===== src/rtl/j1_loader.sv =====
// J1 program loader: receives a framed byte stream (sync, 16-bit word count,
// little-endian words, XOR checksum), writes each word into the J1 program
// store and holds the core in reset until a complete, valid image has arrived.
module j1_loader #(
    parameter logic [7:0]  SYNC_BYTE = 8'hA5,
    parameter int unsigned MAX_WORDS = 8192,
    parameter bit          BOOT_RUN  = 1'b0
) (
    input  logic        sys_clk_i,
    input  logic        sys_rst_n_i,
    input  logic [7:0]  rx_data_i,
    input  logic        rx_valid_i,
    output logic        rx_ready_o,
    output logic [15:0] pgm_addr_o,
    output logic [15:0] pgm_data_o,
    output logic        pgm_we_o,
    output logic        cpu_rst_o,
    output logic        done_o,
    output logic        err_o
);

    localparam logic [2:0] StIdle   = 3'd0;
    localparam logic [2:0] StCntHi  = 3'd1;
    localparam logic [2:0] StCntLo  = 3'd2;
    localparam logic [2:0] StDataLo = 3'd3;
    localparam logic [2:0] StDataHi = 3'd4;
    localparam logic [2:0] StCsum   = 3'd5;
    localparam logic [2:0] StWrap   = 3'd6;

    logic [2:0]  state_q, state_d;
    logic [15:0] cnt_q, cnt_d;
    logic [14:0] idx_q, idx_d;
    logic [7:0]  lo_q, lo_d;
    logic [7:0]  csum_q, csum_d;
    logic [15:0] addr_q, addr_d;
    logic [15:0] data_q, data_d;
    logic        we_q, we_d;
    logic        rdy_q, rdy_d;
    logic        cpu_rst_q, cpu_rst_d;
    logic        done_q, done_d;
    logic        err_q, err_d;

    logic        xfer;
    logic [15:0] cnt_full;
    logic        cnt_bad;
    logic        last_word;

    assign xfer      = rx_valid_i & rdy_q;
    // cnt_q holds the high count byte (in its low half) while in StCntLo
    assign cnt_full  = {cnt_q[7:0], rx_data_i};
    assign cnt_bad   = (cnt_full == 16'd0) || ({16'd0, cnt_full} > MAX_WORDS);
    assign last_word = ({1'b0, idx_q} == (cnt_q - 16'd1));

    // Next-state and datapath decode for the frame parser
    always_comb begin
        state_d   = state_q;
        cnt_d     = cnt_q;
        idx_d     = idx_q;
        lo_d      = lo_q;
        csum_d    = csum_q;
        addr_d    = addr_q;
        data_d    = data_q;
        cpu_rst_d = cpu_rst_q;
        err_d     = err_q;
        we_d      = 1'b0;
        done_d    = 1'b0;

        case (state_q)
            StIdle: begin
                if (xfer && (rx_data_i == SYNC_BYTE)) begin
                    state_d   = StCntHi;
                    cpu_rst_d = 1'b1;
                    err_d     = 1'b0;
                    csum_d    = 8'h00;
                    idx_d     = '0;
                end
            end
            StCntHi: begin
                if (xfer) begin
                    cnt_d   = {8'h00, rx_data_i};
                    csum_d  = csum_q ^ rx_data_i;
                    state_d = StCntLo;
                end
            end
            StCntLo: begin
                if (xfer) begin
                    cnt_d  = cnt_full;
                    csum_d = csum_q ^ rx_data_i;
                    if (cnt_bad) begin
                        err_d   = 1'b1;
                        state_d = StIdle;
                    end else begin
                        state_d = StDataLo;
                    end
                end
            end
            StDataLo: begin
                if (xfer) begin
                    lo_d    = rx_data_i;
                    csum_d  = csum_q ^ rx_data_i;
                    state_d = StDataHi;
                end
            end
            StDataHi: begin
                if (xfer) begin
                    csum_d  = csum_q ^ rx_data_i;
                    we_d    = 1'b1;
                    data_d  = {rx_data_i, lo_q};
                    addr_d  = {idx_q, 1'b0};
                    idx_d   = idx_q + 15'd1;
                    state_d = last_word ? StCsum : StDataLo;
                end
            end
            StCsum: begin
                if (xfer) begin
                    if (rx_data_i == csum_q) begin
                        state_d   = StWrap;
                        done_d    = 1'b1;
                        cpu_rst_d = 1'b0;
                    end else begin
                        err_d   = 1'b1;
                        state_d = StIdle;
                    end
                end
            end
            StWrap: begin
                state_d = StIdle;
            end
            default: begin
                state_d = StIdle;
            end
        endcase
    end

    // Ready is registered so it can be low for the wrap cycle and the write cycle
    always_comb begin
        rdy_d = (state_d != StWrap) && !we_d;
    end

    // State registers; async reset aborts any load in progress
    always_ff @(posedge sys_clk_i or negedge sys_rst_n_i) begin
        if (!sys_rst_n_i) begin
            state_q   <= StIdle;
            cnt_q     <= '0;
            idx_q     <= '0;
            lo_q      <= '0;
            csum_q    <= '0;
            addr_q    <= '0;
            data_q    <= '0;
            we_q      <= 1'b0;
            rdy_q     <= 1'b0;
            cpu_rst_q <= ~BOOT_RUN;
            done_q    <= 1'b0;
            err_q     <= 1'b0;
        end else begin
            state_q   <= state_d;
            cnt_q     <= cnt_d;
            idx_q     <= idx_d;
            lo_q      <= lo_d;
            csum_q    <= csum_d;
            addr_q    <= addr_d;
            data_q    <= data_d;
            we_q      <= we_d;
            rdy_q     <= rdy_d;
            cpu_rst_q <= cpu_rst_d;
            done_q    <= done_d;
            err_q     <= err_d;
        end
    end

    assign rx_ready_o = rdy_q;
    assign pgm_addr_o = addr_q;
    assign pgm_data_o = data_q;
    assign pgm_we_o   = we_q;
    assign cpu_rst_o  = cpu_rst_q;
    assign done_o     = done_q;
    assign err_o      = err_q;

endmodule


===== config.mk =====
export PLATFORM = sky130hd
export DESIGN_NAME = j1_loader
export DESIGN_NICKNAME = d
export VERILOG_FILES = /design/src/rtl/j1_loader.sv
export SDC_FILE = /design/constraint.sdc
export NUM_CORES = 1
export LEC_CHECK = 0
export ABC_AREA = 0
export CAP_MARGIN = 10
export CORE_MARGIN = 4
export CORE_UTILIZATION = 40
export CTS_BUF_LIST = sky130_fd_sc_hd__clkbuf_4 sky130_fd_sc_hd__clkbuf_8 sky130_fd_sc_hd__clkbuf_16
export CTS_CLUSTER_DIAMETER = 150
export CTS_CLUSTER_SIZE = 24
export DETAILED_ROUTE_END_ITERATION = 10
export SLEW_MARGIN = 20
export SYNTH_ARGS = -nofsm -noshare
export SYNTH_HDL_FRONTEND = slang
export SYNTH_SLANG_ARGS = --single-unit

===== constraint.sdc =====
create_clock -name sys_clk_i -period 7.6 [get_ports sys_clk_i]
set_input_delay 1.52 -clock sys_clk_i [delete_from_list [all_inputs] [get_ports sys_clk_i]]
set_output_delay 1.52 -clock sys_clk_i [all_outputs]
set_load 0.05 [all_outputs]

# Word level (Yosys, flattened, before mapping)
# Cells that the tools add are included.
totals:
  word_cells: 88
  ff_bits: 86
  out_inout_bits: 37
  input_bits: 11
op_classes:
  bitwise: 2
  eq_ne: 18
  muxes: 34
  magnitude_cmp: 1
  n_reduce_logical: 19
  addsub: 2
op_table:
  columns: ["cell", "n"]
  rows:
  - ["16-bit two-way mux", 2]
  - ["16-bit one-hot mux with 2 select lines", 1]
  - ["15-bit two-way mux", 2]
  - ["15-bit one-hot mux with 2 select lines", 1]
  - ["3-bit two-way mux", 8]
  - ["3-bit one-hot mux with 6 select lines", 1]
  - ["15-bit by 16-bit == test with 1-bit output", 1]
  - ["16-bit by 14-bit greater-than comparator with 1-bit output (second input constant)", 1]
  - ["16-bit zero test", 1]
  - ["8-bit two-way mux", 2]
  - ["2-bit != test (second input constant)", 8]
  - ["8-bit one-hot mux with 2 select lines", 1]
  - ["16-bit by 1-bit subtractor with 16-bit output (second input constant)", 1]
  - ["15-bit by 1-bit adder with 15-bit output (second input constant)", 1]
  - ["1-bit two-way mux", 13]
  - ["3-bit AND reduction", 3]
  - ["8-bit == test", 1]
  - ["8-bit == test (second input constant)", 1]
  - ["2-bit nonzero test", 4]
  - ["8-bit bitwise XOR", 1]
  - ["3-bit by 2-bit == test with 1-bit output (second input constant)", 2]
  - ["3-bit == test (second input constant)", 2]
  - ["6-bit AND reduction", 1]
  - ["2-bit AND reduction", 2]
  - ["other kinds (14)", 15]

# Longest topological paths before layout
# Gate-level depths: netlist (run 1).
logic_depth:
  word_depth: 7
  mapped_depth: 9
  depth_no_buf: 8

# Least setup slack after synthesis (run 1)
# OpenSTA, ideal clock, no wires.
synth_path:
  path_kind: "input port to flip-flop"
  from: "input port rx_data_i[1]"
  to: "register idx_q[12]"
  stages: 5
  required_time_ps: 7523
  arrival_ps: 3409
  setup_ps: 77
  n_path_buf: 0
  setup_slack_ps: 4114
  cell_sequence: "or4_1 -> o21ba_2 -> or4b_1 -> or3_1 -> a21oi_1"
synth_via:
  elab_chain_cells: 4
synth_rtl:
  columns: ["element", "line_no", "text"]
  rows:
  - ["from (decl)", "11", "input logic [7:0] rx_data_i,"]
  - ["8-bit == test", "70", "if (xfer && (rx_data_i == SYNC_BYTE)) begin"]
  - ["1-bit logical AND", "70", null]
  - ["2-bit != test (no source line)", null, null]
  - ["3-bit AND reduction (no source line)", null, null]
  - ["to (signal assigned)", "158", "idx_q <= idx_d;"]
  - ["to (decl)", "32", "logic [14:0] idx_q, idx_d;"]
# Every way passes these cells.
# A chain may end at the register's enable or synchronous reset.

# Worst setup path in the final report (run 1)
# Same ends and word-level chain as after synthesis.

==> results of run 1 <==
kinds of logic after synthesis:
kind of cell	share of synthesized area, %
other	0.0885
AO/OA/AOI/OAI	9.21
multiplexers	4.78
AND/OR/NAND/NOR	22.9
XOR/XNOR	7.86
adder cells (fa/ha/maj)	0.591
flip-flops	50.8
buffers and inverters	3.69
cell usage after synthesis, types with 3 or more instances:
library cell  number  area, µm²
a21oi_1            8       40.0
a22o_1             7       61.3
a31oi_1            3       18.8
and3_1             4       25.0
buf_1              3       11.3
clkbuf_1          21       78.8
dfrtp_1           85       2130
inv_1              9       33.8
mux2_2            18        203
nand2_1          108        405
nand2b_1           4       25.0
nand3_1           11       55.1
nand4_1            8       50.1
nor2_1            36        135
nor2b_1            5       31.3
nor3_1             6       30.0
nor4_1             6       37.5
nor4b_1            3       26.3
o21ai_0           27        135
o31ai_1            3       22.5
or3_1              5       31.3
or4_1              5       37.5
xnor2_1           24        210
xor2_1            14        123
worst max-delay path, delay by kind of cell:
kind,cells,cell delay [ps]
AOI/OAI and AO/OA,2,450
buffers and inverters,1,540
and+or+nand+nor,3,1630
sequential cells by signal (all words and copies together), names as in the netlist:
signal and count:
lo_q 8, err_o 1, pgm_addr_o 15, state_q 3, cpu_rst_o 1, pgm_we_o 1, rx_ready_o 1, cnt_q 16
csum_q 8, done_o 1, idx_q 15, pgm_data_o 16
worst paths after layout:
path	from	end	depth (start not counted)
setup reg to reg	cnt_q[0]	state_q[1]	8
hold / removal	lo_q[5]	pgm_data_o[5]	2
setup / recovery	rx_data_i[1]	idx_q[12]	6
hold reg to reg	lo_q[5]	pgm_data_o[5]	2
min in group asynchronous	sys_rst_n_i	cnt_q[0]	1
max in group asynchronous	sys_rst_n_i	rx_ready_o	2
area by class of cell:
cell class	instances	area (µm²)	area share, %
Sequential cell	86	2150	43.3
Multi-Input combinational cell	329	1930	38.8
Timing Repair Buffer	48	473	9.51
Tap cell	136	170	3.42
Clock buffer	11	145	2.92
Clock inverter	5	66.3	1.33
Inverter	10	37.5	0.755
where the power goes:
part	switching [mW]	internal, mW
Combinational	0.336	0.253
Sequential	0.146	0.576
Clock	0.177	0.169
Total	0.659	0.998
metal layers:
layer / vias to the layer above / part of all wire, % / routed length [µm]
li1: 1597 / - / -
met1: 1615 / 46 / 4540
met2: 53 / 49 / 4790
met3: 7 / 3.6 / 348
met4: 0 / 1.1 / 105
met5: - / 0 / 0
metrics by stage:
step | area [µm²] | hold slack (ps) | worst slack (ps) | util (%) | std cells
floorplan | 4240 | 435 | 4110 | - | 453
global placement | 4760 | 447 | 3450 | 46.1 | 609
detailed placement | 4760 | 460 | 3370 | 46.1 | 609
CTS | 4970 | 475 | 3760 | 48.2 | 625
global route | 4970 | 506 | 3600 | 48.2 | 625
finish | 4970 | 474 | 3750 | 48.2 | 625
==> impl_metrics.toml, run 1 <==
[worst_setup_path]
critPathCaptureType = "flop"
cp_max_fo = 7
path_class = "primary input to flop"
worstPathCellList = "clkdlybuf4s50_1 -> or4_1 -> o21ba_2 -> or4b_1 -> or3_1 -> a21oi_1"
critPathLaunchType = "primary input"
slowest_stage = "or4_1"
cp_data_required_time_ps = 7880
slowest_delay_ps = 640
crit_arrival_ps = 4140
reg2reg_slack_ps = 4200

[yosys]
ys_seq_area_share_pct = 50.8
synth_nets = 466
postSynth.asyncResetShare_pct = 100
synthFlopType = "dfrtp_1"
avgSynthCellArea_um2 = 9.35
syn_area_um2 = 4240
synth_warnings = 0
ys_types = 48
synth_seq_cells = 86
synthCells = 453
synth-edff-count = 0

[global_route]
met1_usage_pct = 21.4
grt_pass1_wl_um = 16600
antenna_found_initial = 0
grt_max_degree = 48
grt_pass1_vias = 3283
grt-ovfl-total = 0
grt-busiest-layer = "met2"
gr-usage-met3_pct = 3.49
met2_usage_pct = 28.1
grt_use_total_pct = 16.6

[timing]
slew_viol_final = 0
setup_viol = 0
finalClockSkew_ps = 13.5
hold_viol = 0
period_minus_slack_ps = 3850
relSlewSlack_pct = 35.4
tns_ps = 0
period_share_pct = 50.7
rsz0062_at_grt = "no"
worst_pin_slew_ps = 961
fmax_mhz = 259

[clock_tree]
cts_resized = 0
cts_sinks = 86
htreeDepth = 3
clk_latency_ps = 360
cts_setup_buffers = 0
clk_pin_slew_ps = 90
cts_buffer_depth = 2
cts_made_buffers = 9
cts_hold_buf = 0
cts_tree = "yes"
cts-root-buf = "clkbuf_8"

[floorplan]
rows = 37
die_y_um = 111
dieWidth_um = 111
die_area_um2 = 12300
num_io_pins = 48
core_area_um2 = 10300
initial_utilization_pct = 41.0

[detailed_routing]
vias = 3272
first_pass_iters = 4
drtAntennaViolNets = 0
wl_um = 9790
wl_per_cell_um = 15.7
drc = 0
drt_iter0_markers = 134
viasPerCell = 5.24

[power]
power_mw = 1.66
power_density_nw_per_um2 = 333
leakage_nw = 2.23
vdd_drop_max_v = 0.000196

[run]
max_cap_viol_count = 0

[placement]
post-dp-hpwl_um = 6740
portBuffers = 46
gp_congestion = 0.837

[finish]
fill_cells = 1013
area_growth_pct = 17.4
layout.nets = 497
diodes = 0
mostFrequentLayoutCells = "nand2_1 (108), dfrtp_1 (85), clkdlybuf4s50_1 (45)"
layout-drive-gt1-share_pct = 9.00
final_common_cell = "nand2_1"

[min_path]
holdCritPathClass = "flop to flop"

[status]
status = "complete, no violations"
No activity file was read; power rests on OpenSTA's default activity.
==> run 2: changes to the inputs <==
==> constraint.sdc (replaced) <==
create_clock -name sys_clk_i -period 3.4 [get_ports sys_clk_i]
set_input_delay 0.68 -clock sys_clk_i [delete_from_list [all_inputs] [get_ports sys_clk_i]]
set_output_delay 0.68 -clock sys_clk_i [all_outputs]
set_load 0.05 [all_outputs]
==> impl_metrics.toml, run 2 (synthesized netlist as in run 1, its figures left out) <==
[global_route]
grt_pass1_vias = 3382
grt_use_total_pct = 17.1
grt_pass1_wl_um = 17200
antenna_found_initial = 0
grt-ovfl-total = 0
grt_max_degree = 46

[timing]
setup_viol = 0
worst_pin_slew_ps = 682
period_share_pct = 91.8
relSlewSlack_pct = 54.1
slew_viol_final = 0
period_minus_slack_ps = 3120
tns_ps = 0
finalClockSkew_ps = 7.13
hold_viol = 0
rsz0062_at_grt = "no"
fmax_mhz = 320

[detailed_routing]
first_pass_iters = 4
viasPerCell = 5.14
drtAntennaViolNets = 0
drt_iter0_markers = 111
wl_per_cell_um = 15.3
drc = 0
vias = 3326
wl_um = 9930

[worst_setup_path]
cp_data_required_time_ps = 3660
reg2reg_slack_ps = 280
crit_cells = 8
worstPathCellList = "inv_1 -> ha_1 -> or4b_1 -> or4_4 -> a2111oi_2 -> a311oi_1 -> or4_1 -> a211o_1"
critPathLaunchType = "flop"
cpLargestDelayFamily = "simple AND/OR/NAND/NOR gates"
path_class = "flop to flop"
critPathBufInv = 1
reg2reg_depth = 8
slowest_delay_ps = 590
slowest_stage = "or4_1"
worstSetupStartpoint = "cnt_q[0]"
critPathCaptureType = "flop"
cp_max_fo = 5
crit_arrival_ps = 3380
rr_startpoint = "cnt_q[0]"
cp-endpoint = "state_q[1]"
reg2reg_to = "state_q[1]"

[placement]
post-dp-hpwl_um = 7130
gp_congestion = 0.854
portBuffers = 46

[status]
status = "complete, no violations"

[power]
leakage_nw = 2.35
power_density_nw_per_um2 = 749
vdd_drop_max_v = 0.000461
power_mw = 3.87

[clock_tree]
cts_tree = "yes"
cts_made_buffers = 9
cts_setup_buffers = 0
cts-root-buf = "clkbuf_8"
cts_resized = 0
cts_buffer_depth = 2
htreeDepth = 3
cts_hold_buf = 0
clk_pin_slew_ps = 90
cts_sinks = 86
clk_latency_ps = 360

[finish]
diodes = 0
area_growth_pct = 22.0
layout-drive-gt1-share_pct = 12.9
regArea_um2 = 2150
fill_cells = 964
layout.nets = 519
final_common_cell = "nand2_1"
mostFrequentLayoutCells = "nand2_1 (108), dfrtp_1 (85), clkdlybuf4s50_1 (45)"
multi_input_area_um2 = 1930

[floorplan]
rows = 37
die_y_um = 111
core_area_um2 = 10300
initial_utilization_pct = 41.0
num_io_pins = 48
die_area_um2 = 12300
dieWidth_um = 111

[min_path]
holdCritPathClass = "primary input to asynchronous set/reset pin"

[run]
max_cap_viol_count = 0
[run 2: cell count changes in the layout (fill, tap and decap cells not counted)]
cell,before,now
clkinv_4,1,0
inv_6,1,2
clkinv_2,0,1
inv_8,1,0
clkbuf_8,10,9
buf_4,3,25
bufinv_16,1,3
clkbuf_4,1,0
[run 2: power by group]
| part | total, mW | leakage, nW | switching [mW] | internal, mW |
|---|---|---|---|---|
| clock network | 0.885 | 0.120 | 0.393 | 0.492 |
| logic | 1.41 | 1.08 | 0.798 | 0.617 |
| registers | 1.57 | 1.15 | 0.283 | 1.29 |
[run 2: per-stage QoR]
stage	util, %	instance area [µm²]	setup WS [ps]	instances	hold slack (ps)
2_1_floorplan	-	4240	366	453	384
3_3_place_gp	47.7	4930	217	631	449
3_5_place_dp	47.7	4930	187	631	459
4_1_cts	50.1	5170	282	647	322
5_1_grt	50.1	5170	96.8	647	349
6_report	50.1	5170	278	647	310
[run 2: area by class of cell]
type / count / share of cell area (%)
clock buffer: 9 / 2.40
clock inverter: 7 / 2.32
inverter: 10 / 0.726
multi-input combinational: 329 / 37.3
sequential: 86 / 41.7
tap: 136 / 3.29
timing repair buffer: 70 / 12.3
[run 2: routing by layer]
metal | GRT usage, % | share of wire (%)
met1 | 22.3 | 46
met2 | 28.4 | 48
met3 | 2.78 | 3.3
met4 | 6.98 | 2.1
met5 | 0 | 0
[run 2: worst register-to-register path: stages (launching register included)]
cell and delay (ps):
dfrtp_1 430, inv_1 70, ha_1 190, or4b_1 470
or4_4 520, a2111oi_2 340, a311oi_1 90, or4_1 590
a211o_1 310
[run 2: how the worst min path moves through the flow]
| stage | from | end | cells past startpoint |
|---|---|---|---|
| after global placement | lo_q[5] | pgm_data_o[5] | 2 |
| after global routing | sys_rst_n_i | cnt_q[11] | 1 |
| final | sys_rst_n_i | cnt_q[14] | 1 |
| after floorplan | sys_rst_n_i | cnt_q[0] | 0 |
| after detailed placement | lo_q[0] | pgm_data_o[0] | 2 |
| after CTS | sys_rst_n_i | idx_q[13] | 1 |
==> run 3: changes to the inputs <==
--- a/config.mk
+++ b/config.mk
@@ -7,7 +7,7 @@
 export LEC_CHECK = 0
 export ABC_AREA = 0
 export CAP_MARGIN = 10
-export CORE_MARGIN = 4
+export CORE_MARGIN = 1.5
 export CORE_UTILIZATION = 40
 export CTS_BUF_LIST = sky130_fd_sc_hd__clkbuf_4 sky130_fd_sc_hd__clkbuf_8 sky130_fd_sc_hd__clkbuf_16
 export CTS_CLUSTER_DIAMETER = 150
==> impl_metrics.toml, run 3 (synthesized netlist as in run 1, its figures left out) <==
[status]
status = "complete, no violations"

[timing]
period_share_pct = 91.8
setup_viol = 0
rsz0062_at_grt = "no"
worst_pin_slew_ps = 785
finalClockSkew_ps = 10.5
fmax_mhz = 320
slew_viol_final = 0
hold_viol = 0
period_minus_slack_ps = 3120
tns_ps = 0
relSlewSlack_pct = 47.7

[floorplan]
num_io_pins = 48
dieWidth_um = 106
core_area_um2 = 10300
initial_utilization_pct = 41.2
rows = 37
die_y_um = 106
die_area_um2 = 11200

[power]
leakage_nw = 2.32
power_density_nw_per_um2 = 739
vdd_drop_max_v = 0.000378

[global_route]
grt_pass1_wl_um = 16400
antenna_found_initial = 0
grt-ovfl-total = 0
grt_use_total_pct = 18.5
grt_max_degree = 87
grt_pass1_vias = 3290

[worst_setup_path]
cp_data_required_time_ps = 3650
path_class = "flop to flop"
cp_max_fo = 5
critPathCaptureType = "flop"
critPathLaunchType = "flop"
crit_arrival_ps = 3380

[placement]
post-dp-hpwl_um = 6870
portBuffers = 46
gp_congestion = 0.904

[finish]
final_common_cell = "nand2_1"
fill_cells = 1025
layout-drive-gt1-share_pct = 12.2
area_growth_pct = 21.0
mostFrequentLayoutCells = "nand2_1 (108), dfrtp_1 (85), clkdlybuf4s50_1 (45)"
utilization_pct = 49.9
layout.nets = 515
diodes = 0

[detailed_routing]
wl_um = 9700
drt_iter0_markers = 153
wl_per_cell_um = 15.1
drc = 0
drtAntennaViolNets = 0
viasPerCell = 5.22
first_pass_iters = 4
vias = 3354

[clock_tree]
cts_resized = 0
cts_hold_buf = 0
cts_setup_buffers = 0
clk_pin_slew_ps = 90
htreeDepth = 3
cts_sinks = 86
cts_buffer_depth = 2
cts_made_buffers = 9
clk_latency_ps = 360
cts_tree = "yes"
cts-root-buf = "clkbuf_8"

[min_path]
holdCritPathClass = "primary input to asynchronous set/reset pin"

[run]
max_cap_viol_count = 0
[run 3: cell count changes in the layout (fill, tap and decap cells not counted)]
cell | before | now
bufinv_16 | 3 | 2
clkinv_2 | 1 | 0
inv_6 | 2 | 4
buf_4 | 25 | 20
buf_6 | 0 | 1
[run 3: final cells by class]
class	instances	area [µm²]	share of cell area [%]
multi-input cells	329	1930	37.6
flip-flops and latches	86	2150	42.0
repair buffers	66	612	11.9
inverters	10	37.5	0.732
clock inverters	7	103	2.00
clock buffers	9	124	2.42
well taps	136	170	3.32
[run 3: metal layers]
metal / global-route usage, % / share of wire (%) / vias to the layer above
met5: 0 / 0 / -
met4: 4.92 / 1.1 / 0
met3: 4.35 / 3.8 / 12
met2: 32.0 / 50 / 74
met1: 23.3 / 45 / 1644
li1: - / - / 1624
[run 3: per-stage QoR]
stage               total power [mW]  hold WS, ps  cells  instance area, µm²  setup WS, ps
floorplan                       2.56          384    453                4240           366
global placement                2.95          451    627                4900           193
detailed placement              2.98          459    627                4900           137
CTS                             3.81          483    643                5120           274
global route                    4.02          437    643                5130           106
finish                          3.79          376    643                5130           278
[run 3: final timing paths]
path                            slack, ps           from       endpoint  cells after the start
max in group asynchronous            2500    sys_rst_n_i       idx_q[0]                      1
worst max register to register        280       cnt_q[0]     state_q[1]                      8
worst min-delay path                  380    sys_rst_n_i      cnt_q[12]                      1
min in group sys_clk_i                480  pgm_addr_o[1]  pgm_addr_o[1]                      2
worst min register to register        480  pgm_addr_o[1]  pgm_addr_o[1]                      2
worst max-delay path                  280       cnt_q[0]     state_q[1]                      8
[run 3: report_power, final]
part	switching [mW]	internal (mW)	total, mW	leakage [nW]
Sequential	0.301	1.29	1.59	1.15
Combinational	0.779	0.596	1.37	1.06
Clock	0.401	0.424	0.826	0.111
[run 3: worst max-delay path, cell delays in order, from the launching register on]
cell,delay [ps]
dfrtp_1,430
inv_1,70
ha_1,190
or4b_1,480
or4_4,510
a2111oi_2,340
a311oi_1,80
or4_1,600
a211o_1,320
